`src/rtl/cpu_serial_tx_pkg.sv`:
```
// Shared definitions for the serial result transmitter: FSM state encodings
// and frame-length constants for the default 8-bit result / 4-bit flag frame.
// Combinational only; no latency or backpressure of its own.
package cpu_serial_tx_pkg;

    // Transmitter FSM states (3-bit encoding).
    typedef enum logic [2:0] {
        TX_IDLE   = 3'd0,
        TX_START  = 3'd1,
        TX_DATA   = 3'd2,
        TX_FLAGS  = 3'd3,
        TX_PARITY = 3'd4,
        TX_DONE   = 3'd5
    } tx_state_t;

    // Frame composition for the default widths: start + result + flags + parity.
    localparam int TX_START_BITS  = 1;
    localparam int TX_DATA_BITS   = 8;
    localparam int TX_FLAG_BITS   = 4;
    localparam int TX_PARITY_BITS = 1;
    localparam int TX_FRAME_LEN   = TX_START_BITS + TX_DATA_BITS
                                  + TX_FLAG_BITS + TX_PARITY_BITS;

    // Width of a counter able to index max(a,b) positions (never below 1).
    function automatic int cnt_width(input int a, input int b);
        int m;
        m = (a > b) ? a : b;
        return (m > 1) ? $clog2(m) : 1;
    endfunction

endpackage

```
`src/rtl/cpu_tx_shifter.sv`:
```
// Parallel-load, MSB-first shift register feeding the serial data line.
// Latency: load/shift take effect at the next clk edge; msb is the current top bit.
// Backpressure: none; load has priority over shift.
//   clk, rst  : clock, synchronous active-high reset (clears contents)
//   load, din : capture din into the register
//   shift     : shift left by one, zero-filling the LSB
//   msb       : current most significant bit
module cpu_tx_shifter #(
    parameter int WIDTH = 13
) (
    input  logic             clk,
    input  logic             rst,
    input  logic             load,
    input  logic             shift,
    input  logic [WIDTH-1:0] din,
    output logic             msb
);

    logic [WIDTH-1:0] sr;

    always_ff @(posedge clk) begin
        if (rst) begin
            sr <= '0;
        end else if (load) begin
            sr <= din;
        end else if (shift) begin
            sr <= {sr[WIDTH-2:0], 1'b0};
        end
    end

    assign msb = sr[WIDTH-1];

endmodule

```
`src/rtl/cpu_serial_tx.sv`:
```
// Serial result transmitter: start strobe, then result, flags and even parity MSB first.
// Latency: tx_start one cycle after an accepted load; done 15 cycles after it (8/4 widths).
// Backpressure: none; a load while busy is dropped and sets the sticky overrun flag.
//   clk, rst           : clock, synchronous active-high reset
//   load, result, flags: capture request and payload (accepted only when idle)
//   clr_ovr            : clears overrun (a coincident overrun event wins)
//   tx_start, tx_data  : frame strobe and serial data line
//   busy, done, overrun: frame in progress, end-of-frame pulse, sticky drop flag
module cpu_serial_tx
    import cpu_serial_tx_pkg::*;
#(
    parameter int DATA_W = 8,
    parameter int FLAG_W = 4
) (
    input  logic              clk,
    input  logic              rst,
    input  logic              load,
    input  logic [DATA_W-1:0] result,
    input  logic [FLAG_W-1:0] flags,
    input  logic              clr_ovr,
    output logic              tx_start,
    output logic              tx_data,
    output logic              busy,
    output logic              done,
    output logic              overrun
);

    localparam int SR_W  = DATA_W + FLAG_W + 1;
    localparam int CNT_W = cnt_width(DATA_W, FLAG_W);
    localparam logic [CNT_W-1:0] DATA_LAST = CNT_W'(DATA_W - 1);
    localparam logic [CNT_W-1:0] FLAG_LAST = CNT_W'(FLAG_W - 1);

    tx_state_t        state;
    logic [CNT_W-1:0] cnt;
    logic             sr_load;
    logic             sr_shift;
    logic             sr_msb;
    logic             parity;

    // Even parity: total ones over result, flags and this bit is even.
    assign parity = ^{result, flags};

    // Only a load seen in TX_IDLE captures; TX_DONE has busy low but still refuses.
    assign sr_load = (state == TX_IDLE) && load;

    // Each shift presents the next bit on the following edge, so shifting
    // starts in TX_START and stops after the last flag bit exposes parity.
    assign sr_shift = (state == TX_START) || (state == TX_DATA) || (state == TX_FLAGS);

    cpu_tx_shifter #(
        .WIDTH (SR_W)
    ) u_shifter (
        .clk   (clk),
        .rst   (rst),
        .load  (sr_load),
        .shift (sr_shift),
        .din   ({result, flags, parity}),
        .msb   (sr_msb)
    );

    always_ff @(posedge clk) begin
        if (rst) begin
            state    <= TX_IDLE;
            cnt      <= '0;
            tx_start <= 1'b0;
            tx_data  <= 1'b0;
            busy     <= 1'b0;
            done     <= 1'b0;
        end else begin
            case (state)
                TX_IDLE: begin
                    if (load) begin
                        state    <= TX_START;
                        cnt      <= '0;
                        tx_start <= 1'b1;
                        busy     <= 1'b1;
                    end
                end
                TX_START: begin
                    state    <= TX_DATA;
                    cnt      <= '0;
                    tx_start <= 1'b0;
                    tx_data  <= sr_msb;
                end
                TX_DATA: begin
                    tx_data <= sr_msb;
                    if (cnt == DATA_LAST) begin
                        state <= TX_FLAGS;
                        cnt   <= '0;
                    end else begin
                        cnt <= cnt + 1'b1;
                    end
                end
                TX_FLAGS: begin
                    tx_data <= sr_msb;
                    if (cnt == FLAG_LAST) begin
                        state <= TX_PARITY;
                        cnt   <= '0;
                    end else begin
                        cnt <= cnt + 1'b1;
                    end
                end
                TX_PARITY: begin
                    state   <= TX_DONE;
                    cnt     <= '0;
                    tx_data <= 1'b0;
                    busy    <= 1'b0;
                    done    <= 1'b1;
                end
                TX_DONE: begin
                    state <= TX_IDLE;
                    done  <= 1'b0;
                end
                default: begin
                    state    <= TX_IDLE;
                    cnt      <= '0;
                    tx_start <= 1'b0;
                    tx_data  <= 1'b0;
                    busy     <= 1'b0;
                    done     <= 1'b0;
                end
            endcase
        end
    end

    // Sticky overrun: a dropped load in the same cycle as clr_ovr still sets it.
    always_ff @(posedge clk) begin
        if (rst) begin
            overrun <= 1'b0;
        end else if (load && busy) begin
            overrun <= 1'b1;
        end else if (clr_ovr) begin
            overrun <= 1'b0;
        end
    end

endmodule
```
`config.mk`:
```
export PLATFORM = sky130hd
export DESIGN_NAME = cpu_serial_tx
export DESIGN_NICKNAME = d
export VERILOG_FILES = /design/src/rtl/cpu_serial_tx_pkg.sv /design/src/rtl/cpu_tx_shifter.sv /design/src/rtl/cpu_serial_tx.sv
export SDC_FILE = /design/constraint.sdc
export NUM_CORES = 1
export LEC_CHECK = 0
export ABC_AREA = 1
export BUFFER_PORTS_ARGS = -buffer_cell sky130_fd_sc_hd__buf_2
export CAP_MARGIN = 20
export CORE_MARGIN = 10
export CORE_UTILIZATION = 50
export DETAILED_ROUTE_END_ITERATION = 10
export PLACE_DENSITY = 0.72
export SETUP_SLACK_MARGIN = 0.15
export SLEW_MARGIN = 25
export SYNTH_ARGS = -nofsm -noshare
export SYNTH_HDL_FRONTEND = slang
export SYNTH_SLANG_ARGS = --single-unit
```
`constraint.sdc`:
```
create_clock -name clk -period 1.4 [get_ports clk]
set_input_delay 0.14 -clock clk [delete_from_list [all_inputs] [get_ports clk]]
set_output_delay 0.14 -clock clk [all_outputs]
set_load 0.1 [all_outputs]
```
==> results of run 1 <==
==> cells by family (layout without fill, tap and decap cells) <==
group,Yosys count,after routing
fa+ha+maj,4,4
xor+xnor,3,3
flops,24,24
simple gates,105,105
compound gates,37,37
buf+inv,26,53
==> critical path, stage by stage (launching register included) <==
cell     delay, ns
dfxtp_2       0.38
ha_4          0.16
ha_2          0.20
nor2_4        0.06
nor3_4        0.14
nand3_1       0.12
a21oi_2       0.13
==> power groups by stage <==
stage / sequential [mW] / combinational (mW) / clock, mW
floorplan: 1.19 / 0.857 / 0
global placement: 0.995 / 1.28 / 0
detailed placement: 0.999 / 1.29 / 0
CTS: 1.01 / 1.41 / 0.310
global route: 1.05 / 1.78 / 0.338
finish: 1.03 / 1.64 / 0.298
==> how the worst min path moves through the flow <==
stage | start | to | slack, ns | cells after the start
finish | rst | cnt[1] | 0.04 | 2
CTS | rst | state[1] | 0.03 | 2
global route | rst | cnt[1] | 0.02 | 2
detailed placement | rst | state[1] | 0.38 | 2
global placement | rst | cnt[1] | 0.38 | 2
floorplan | load | overrun | 0.29 | 2
==> cells in the mapped netlist (3+ instances only) <==
library cell / count / share of area, %
nand2_1: 75 / 21
dfxtp_1: 24 / 36
a21oi_1: 19 / 7.2
inv_1: 19 / 5.4
nor2_1: 14 / 4.0
o21ai_0: 7 / 2.6
o21ai_1: 6 / 2.3
nand3_1: 5 / 1.9
a31oi_1: 4 / 1.9
ha_1: 4 / 3.8
nand3_2: 3 / 2.3
nor2_4: 3 / 2.6
==> stage by stage <==
step	utilization [%]	setup slack [ns]	hold WS [ns]	total power, mW
after floorplan	-	0.156	0.289	2.04
after global placement	58.8	0.110	0.383	2.27
after detailed placement	58.8	0.0513	0.383	2.29
after CTS	62.6	0.151	0.0261	2.72
after global routing	66.9	0.103	0.0235	3.17
final	66.9	0.152	0.0352	2.97
==> routing by layer <==
metal  share of wire (%)  up-vias
met2                  45       23
met3                 4.3        4
li1                    -      694
met5                   0        -
met4                0.81        0
met1                  49      582
==> flip-flops by register name, indices dropped and copies added (netlist names) <==
signal / flops
tx_data: 1
cnt: 3
done: 1
overrun: 1
u_shifter.sr: 13
tx_start: 1
busy: 1
state: 3
==> cell type report <==
class | instances | area (um2) | area share [%]
clock buffer | 3 | 22.5 | 1.35
inverter | 21 | 81.3 | 4.86
multi-input combinational | 149 | 845 | 50.5
sequential | 24 | 495 | 29.6
tap | 30 | 37.5 | 2.24
timing repair buffer | 29 | 191 | 11.4
==> timing repair <==
action,in CTS,in global routing
pin swaps,3,6
endpoints found under the setup margin,21,21
resized for setup,15,32
hold buffers,0,0
buffers inserted,3,1
==> flow_summary.toml, run 1 <==
[global_routing]
grt_use_met1_pct = 13.4
grt_use_total_pct = 11.5
first_global_vias = 1249
antenna_found_initial = 0
grt_pass1_wl_um = 5150
grt-ovfl-total = 0
met2_usage_pct = 20.1
grt_max_degree = 18
top_usage_layer = "met2"
use_met3_pct = 3.99

[synth]
synthCells = 199
synth_mux_area_share_pct = 0
ys_ff_latch = 24
synth_edf_count = 0
synth_fp_nets = 219
synthArstFlopShare_pct = 0
synth_area_um2 = 1320
syn_avg_cell_area_um2 = 6.65
synth_top_flop_cell = "dfxtp_1"
synth_compound_area_share_pct = 14.5
synth-adder-area-share_pct = 3.78
synth_top_family_by_area = "simple AND/OR/NAND/NOR gates"
synth_xor_area_share_pct = 1.99
ys_seq_area_share_pct = 36.3
yosysWarnings = 0
synthSimpleGateAreaFrac_pct = 35.1
yosysUniqueCellTypes = 24

[power_and_ir_drop]
vdd_drop_max_mv = 1.18
clkPwrFrac_pct = 10.0
pwr-share-comb_pct = 55.2
power.switching_mw = 1.37
p_int_mw = 1.60
p_leak_nw = 0.754
swShare_pct = 46.2
power_density_nw_per_um2 = 1770
power_frac_seq_pct = 34.8

[worst_setup_path]
regToRegSetupSlack_ns = 0.15
regToRegEndpoint = "state[2]"
cp_max_fo = 3
end_kind = "register"
r2r_cells = 6
startpoint = "cnt[0]"
arrival_ns = 1.49
required_ns = 1.64
crit_path_end = "state[2]"
critPathKind = "register to register"
r2r-start = "cnt[0]"
cp-start-kind = "register"

[sta]
finalHoldViolCount = 0
slew_viol_final = 0
worstMarginPinSlew_ns = 0.461
clock.fmax_mhz = 801
maxSlewHeadroom_pct = 69.0
setup_violations = 0
fin_crit_sh_pct = 89.2
min_period_ns = 1.25
setup_tns_ns = 0
clock_skew_ns = 0.00405
rsz0062_at_grt = "true"

[die]
core-area_um2 = 2500
start_util_pct = 52.9
dieArea_um2 = 5100
dieWidth_um = 71.4
io-pin-count = 21
rows = 18
fp.dieH_um = 71.4

[finish]
design_area_um2 = 1670
final_nets = 248
drive_gt1_share_pct = 31.9
final_common_cell = "nand2_1"
fillers = 206
antenna_cells = 0
fin_cells = 256
final_cell_mix = "nand2_1, inv_1, dfxtp_1"
areaGrowthSynthToFinish_pct = 26.5

[routing]
detail_route.wl_per_cell_um = 12.0
drt_iter0_drc = 47
drcViolationCount = 0
via_count = 1303
vias_per_cell = 5.09
wl_um = 3080
ant_nets = 0
firstDrtPassIters = 4

[clock_tree]
clk_pin_slew_ns = 0.13
cts_root_buffer = "clkbuf_4"
cts_sinks = 24
clock_path_buffers = 2
cts_tree = "yes"
worstSkewPairLatency_ns = 0.31
htreeDepth = 1
numCtsBuffers = 3

[place]
portBuffers = 20
dp_cells = 249
dp_hpwl_um = 2190
gp_congestion = 0.912
postPlaceCellArea_um2 = 1470

[flow_run]
drv_cap = 0

[outcome]
status = "finished, final reports clean"

[worst_hold_path]
hold_path.class = "input port to register"
Power figures use the tool's default switching activity.
==> run 2: changes to the inputs <==
--- a/config.mk
+++ b/config.mk
@@ -8,12 +8,14 @@
 export ABC_AREA = 1
 export BUFFER_PORTS_ARGS = -buffer_cell sky130_fd_sc_hd__buf_2
 export CAP_MARGIN = 20
+export CORE_ASPECT_RATIO = 0.75
 export CORE_MARGIN = 10
 export CORE_UTILIZATION = 50
 export DETAILED_ROUTE_END_ITERATION = 10
-export PLACE_DENSITY = 0.72
+export PLACE_DENSITY_LB_ADDON = 0.1
 export SETUP_SLACK_MARGIN = 0.15
 export SLEW_MARGIN = 25
 export SYNTH_ARGS = -nofsm -noshare
 export SYNTH_HDL_FRONTEND = slang
+export SYNTH_HIERARCHICAL = 1
 export SYNTH_SLANG_ARGS = --single-unit
==> run 2 against run 1 <==
Combinational power is 49% higher; sequential power barely moved; utilization up 4.4 points; sequential cell count stayed put; final cell count grew 21%; synthesized cell count is 21% higher; via count up 18%; synthesized area increased by 11%; non-clock buffer count increased by 5; critical path type unchanged.
==> flow_summary.toml, run 2 <==
[global_routing]
grt_use_total_pct = 13.3
antenna_found_initial = 0
first_global_vias = 1303
grt_pass1_wl_um = 5960
grt-ovfl-total = 0
grt_max_degree = 14

[routing]
detail_route.wl_per_cell_um = 12.7
via_count = 1537
firstDrtPassIters = 4
wl_um = 3940
vias_per_cell = 4.97
drt_iter0_drc = 147
ant_nets = 0
drcViolationCount = 0

[finish]
largest_registers = "u_shifter/sr (13), cnt (3), state (3)"
antenna_cells = 0
fillers = 231
final_cell_mix = "nand2_1, inv_1, buf_2"
final_nets = 293
largest_register_ffs = 13
fin_cells = 309
top_register = "u_shifter/sr"
final_common_cell = "nand2_1"
areaGrowthSynthToFinish_pct = 31.0
design_area_um2 = 1930
drive_gt1_share_pct = 30.8

[worst_setup_path]
arrival_ns = 1.53
critPathKind = "register to register"
required_ns = 1.60
cp-start-kind = "register"
cp_max_fo = 7
end_kind = "register"

[synth]
synth.most_common_cell = "nand2_1"
synth_fp_nets = 260
synth-adder-area-share_pct = 2.55
synthSimpleGateAreaFrac_pct = 42.4
yosysWarnings = 6
synth_top_family_by_area = "simple AND/OR/NAND/NOR gates"
synthArstFlopShare_pct = 0
synth_area_um2 = 1470
netlist_top_cells_area = "dfxtp_1, nand2_1, nand3_1"
yosysUniqueCellTypes = 25
synth_edf_count = 0
synthTopCellsByCount = "nand2_1, inv_1, nand3_1, dfxtp_1, a21oi_1"
synthCells = 241
netlist.area_leader.share_pct = 32.7
synth_mux_area_share_pct = 0
synth_xor_area_share_pct = 1.79
ys_seq_area_share_pct = 32.7
syn_avg_cell_area_um2 = 6.11
synth_compound_area_share_pct = 8.42
synth_top_flop_cell = "dfxtp_1"
yosysTopAreaCell = "dfxtp_1"
ys_ff_latch = 24

[die]
rows = 16
fp.dieH_um = 67.0
io-pin-count = 21
core-area_um2 = 2700
start_util_pct = 54.4
dieWidth_um = 82.6
dieArea_um2 = 5540

[sta]
setup_violations = 0
clock.fmax_mhz = 752
rsz0062_at_grt = "true"
setup_tns_ns = 0
finalHoldViolCount = 0
maxSlewHeadroom_pct = 67.6
fin_crit_sh_pct = 95.0
clock_skew_ns = 0.00775
slew_viol_final = 0
worstMarginPinSlew_ns = 0.490
min_period_ns = 1.33

[power_and_ir_drop]
p_total_mw = 3.98
vdd_drop_max_mv = 1.30
p_leak_nw = 1.09
power_density_nw_per_um2 = 2060

[place]
dp_cells = 295
portBuffers = 20
dp_hpwl_um = 2570
postPlaceCellArea_um2 = 1620
gp_congestion = 0.862

[clock_tree]
htreeDepth = 1
numCtsBuffers = 3
clock_path_buffers = 2
cts_sinks = 24
cts_tree = "yes"
cts_root_buffer = "clkbuf_8"
worstSkewPairLatency_ns = 0.27
clk_pin_slew_ns = 0.09

[worst_hold_path]
hold_path.class = "input port to register"

[outcome]
status = "finished, final reports clean"

[flow_run]
drv_cap = 0
[run 2: cell count changes after synthesis, moves of 4 or more]
cell     before  now
a21oi_1      19    9
a31oi_1       4    0
inv_1        19   31
nand2_1      75  110
nand3_1       5   25
nor2_1       14    6
o21ai_0       7    3
o21ai_1       6    1
[run 2: what timing repair did]
item                       in CTS  in global routing
setup endpoints to repair      14                 19
gates cloned                    0                  1
hold buffers                    0                  0
setup buffers                   5                  4
resized for setup               6                 31
pin swaps                       3                  6
[run 2: cell families after synthesis]
group	Yosys count
simple gates	149
buf+inv	42
flops	24
compound gates	20
xor+xnor	3
fa+ha+maj	3
[run 2: worst paths after layout]
path / start / to / slack (ns) / cells past startpoint
max: state[1] / busy / 0.07 / 9
min: clr_ovr / overrun / 0.12 / 4
max reg2reg: state[1] / busy / 0.07 / 9
min reg2reg: overrun / overrun / 0.47 / 2
[run 2: where the power goes]
part	internal [mW]	leakage, nW	switching, mW
sequential	0.902	0.199	0.157
clock	0.251	0.0288	0.229
combinational	0.972	0.861	1.47
[run 2: metrics by stage]
step	worst slack (ns)	utilization [%]	hold WS [ns]
floorplan	0.132	-	0.209
global placement	0.0676	60.0	0.394
detailed placement	0.0205	60.0	0.397
CTS	0.140	64.6	0.113
global route	-0.0266	71.3	0.128
finish	0.0695	71.3	0.115
[run 2: layout make-up]
cell class              count  area (um2)  area share, %
clock buffers               4        55.1           2.86
well taps                  36        45.0           2.34
multi-input cells         175         951           49.3
flip-flops and latches     24         493           25.6
repair buffers             34         239           12.4
inverters                  36         145           7.53
[run 2: layer usage]
layer,global-route usage [%],vias to the layer above,part of all wire (%)
li1,-,805,-
met1,18.7,669,46
met2,18.8,55,44
met3,4.29,8,8.7
met4,3.54,0,1.3
met5,0,-,0
[run 2: critical path: stages, from the launching register on]
cell,delay [ns]
dfxtp_4,0.36
inv_4,0.06
nand2_4,0.06
nor2_4,0.14
buf_4,0.12
buf_4,0.12
nand2_8,0.08
o21ai_2,0.08
nand2_1,0.08
a21oi_1,0.15
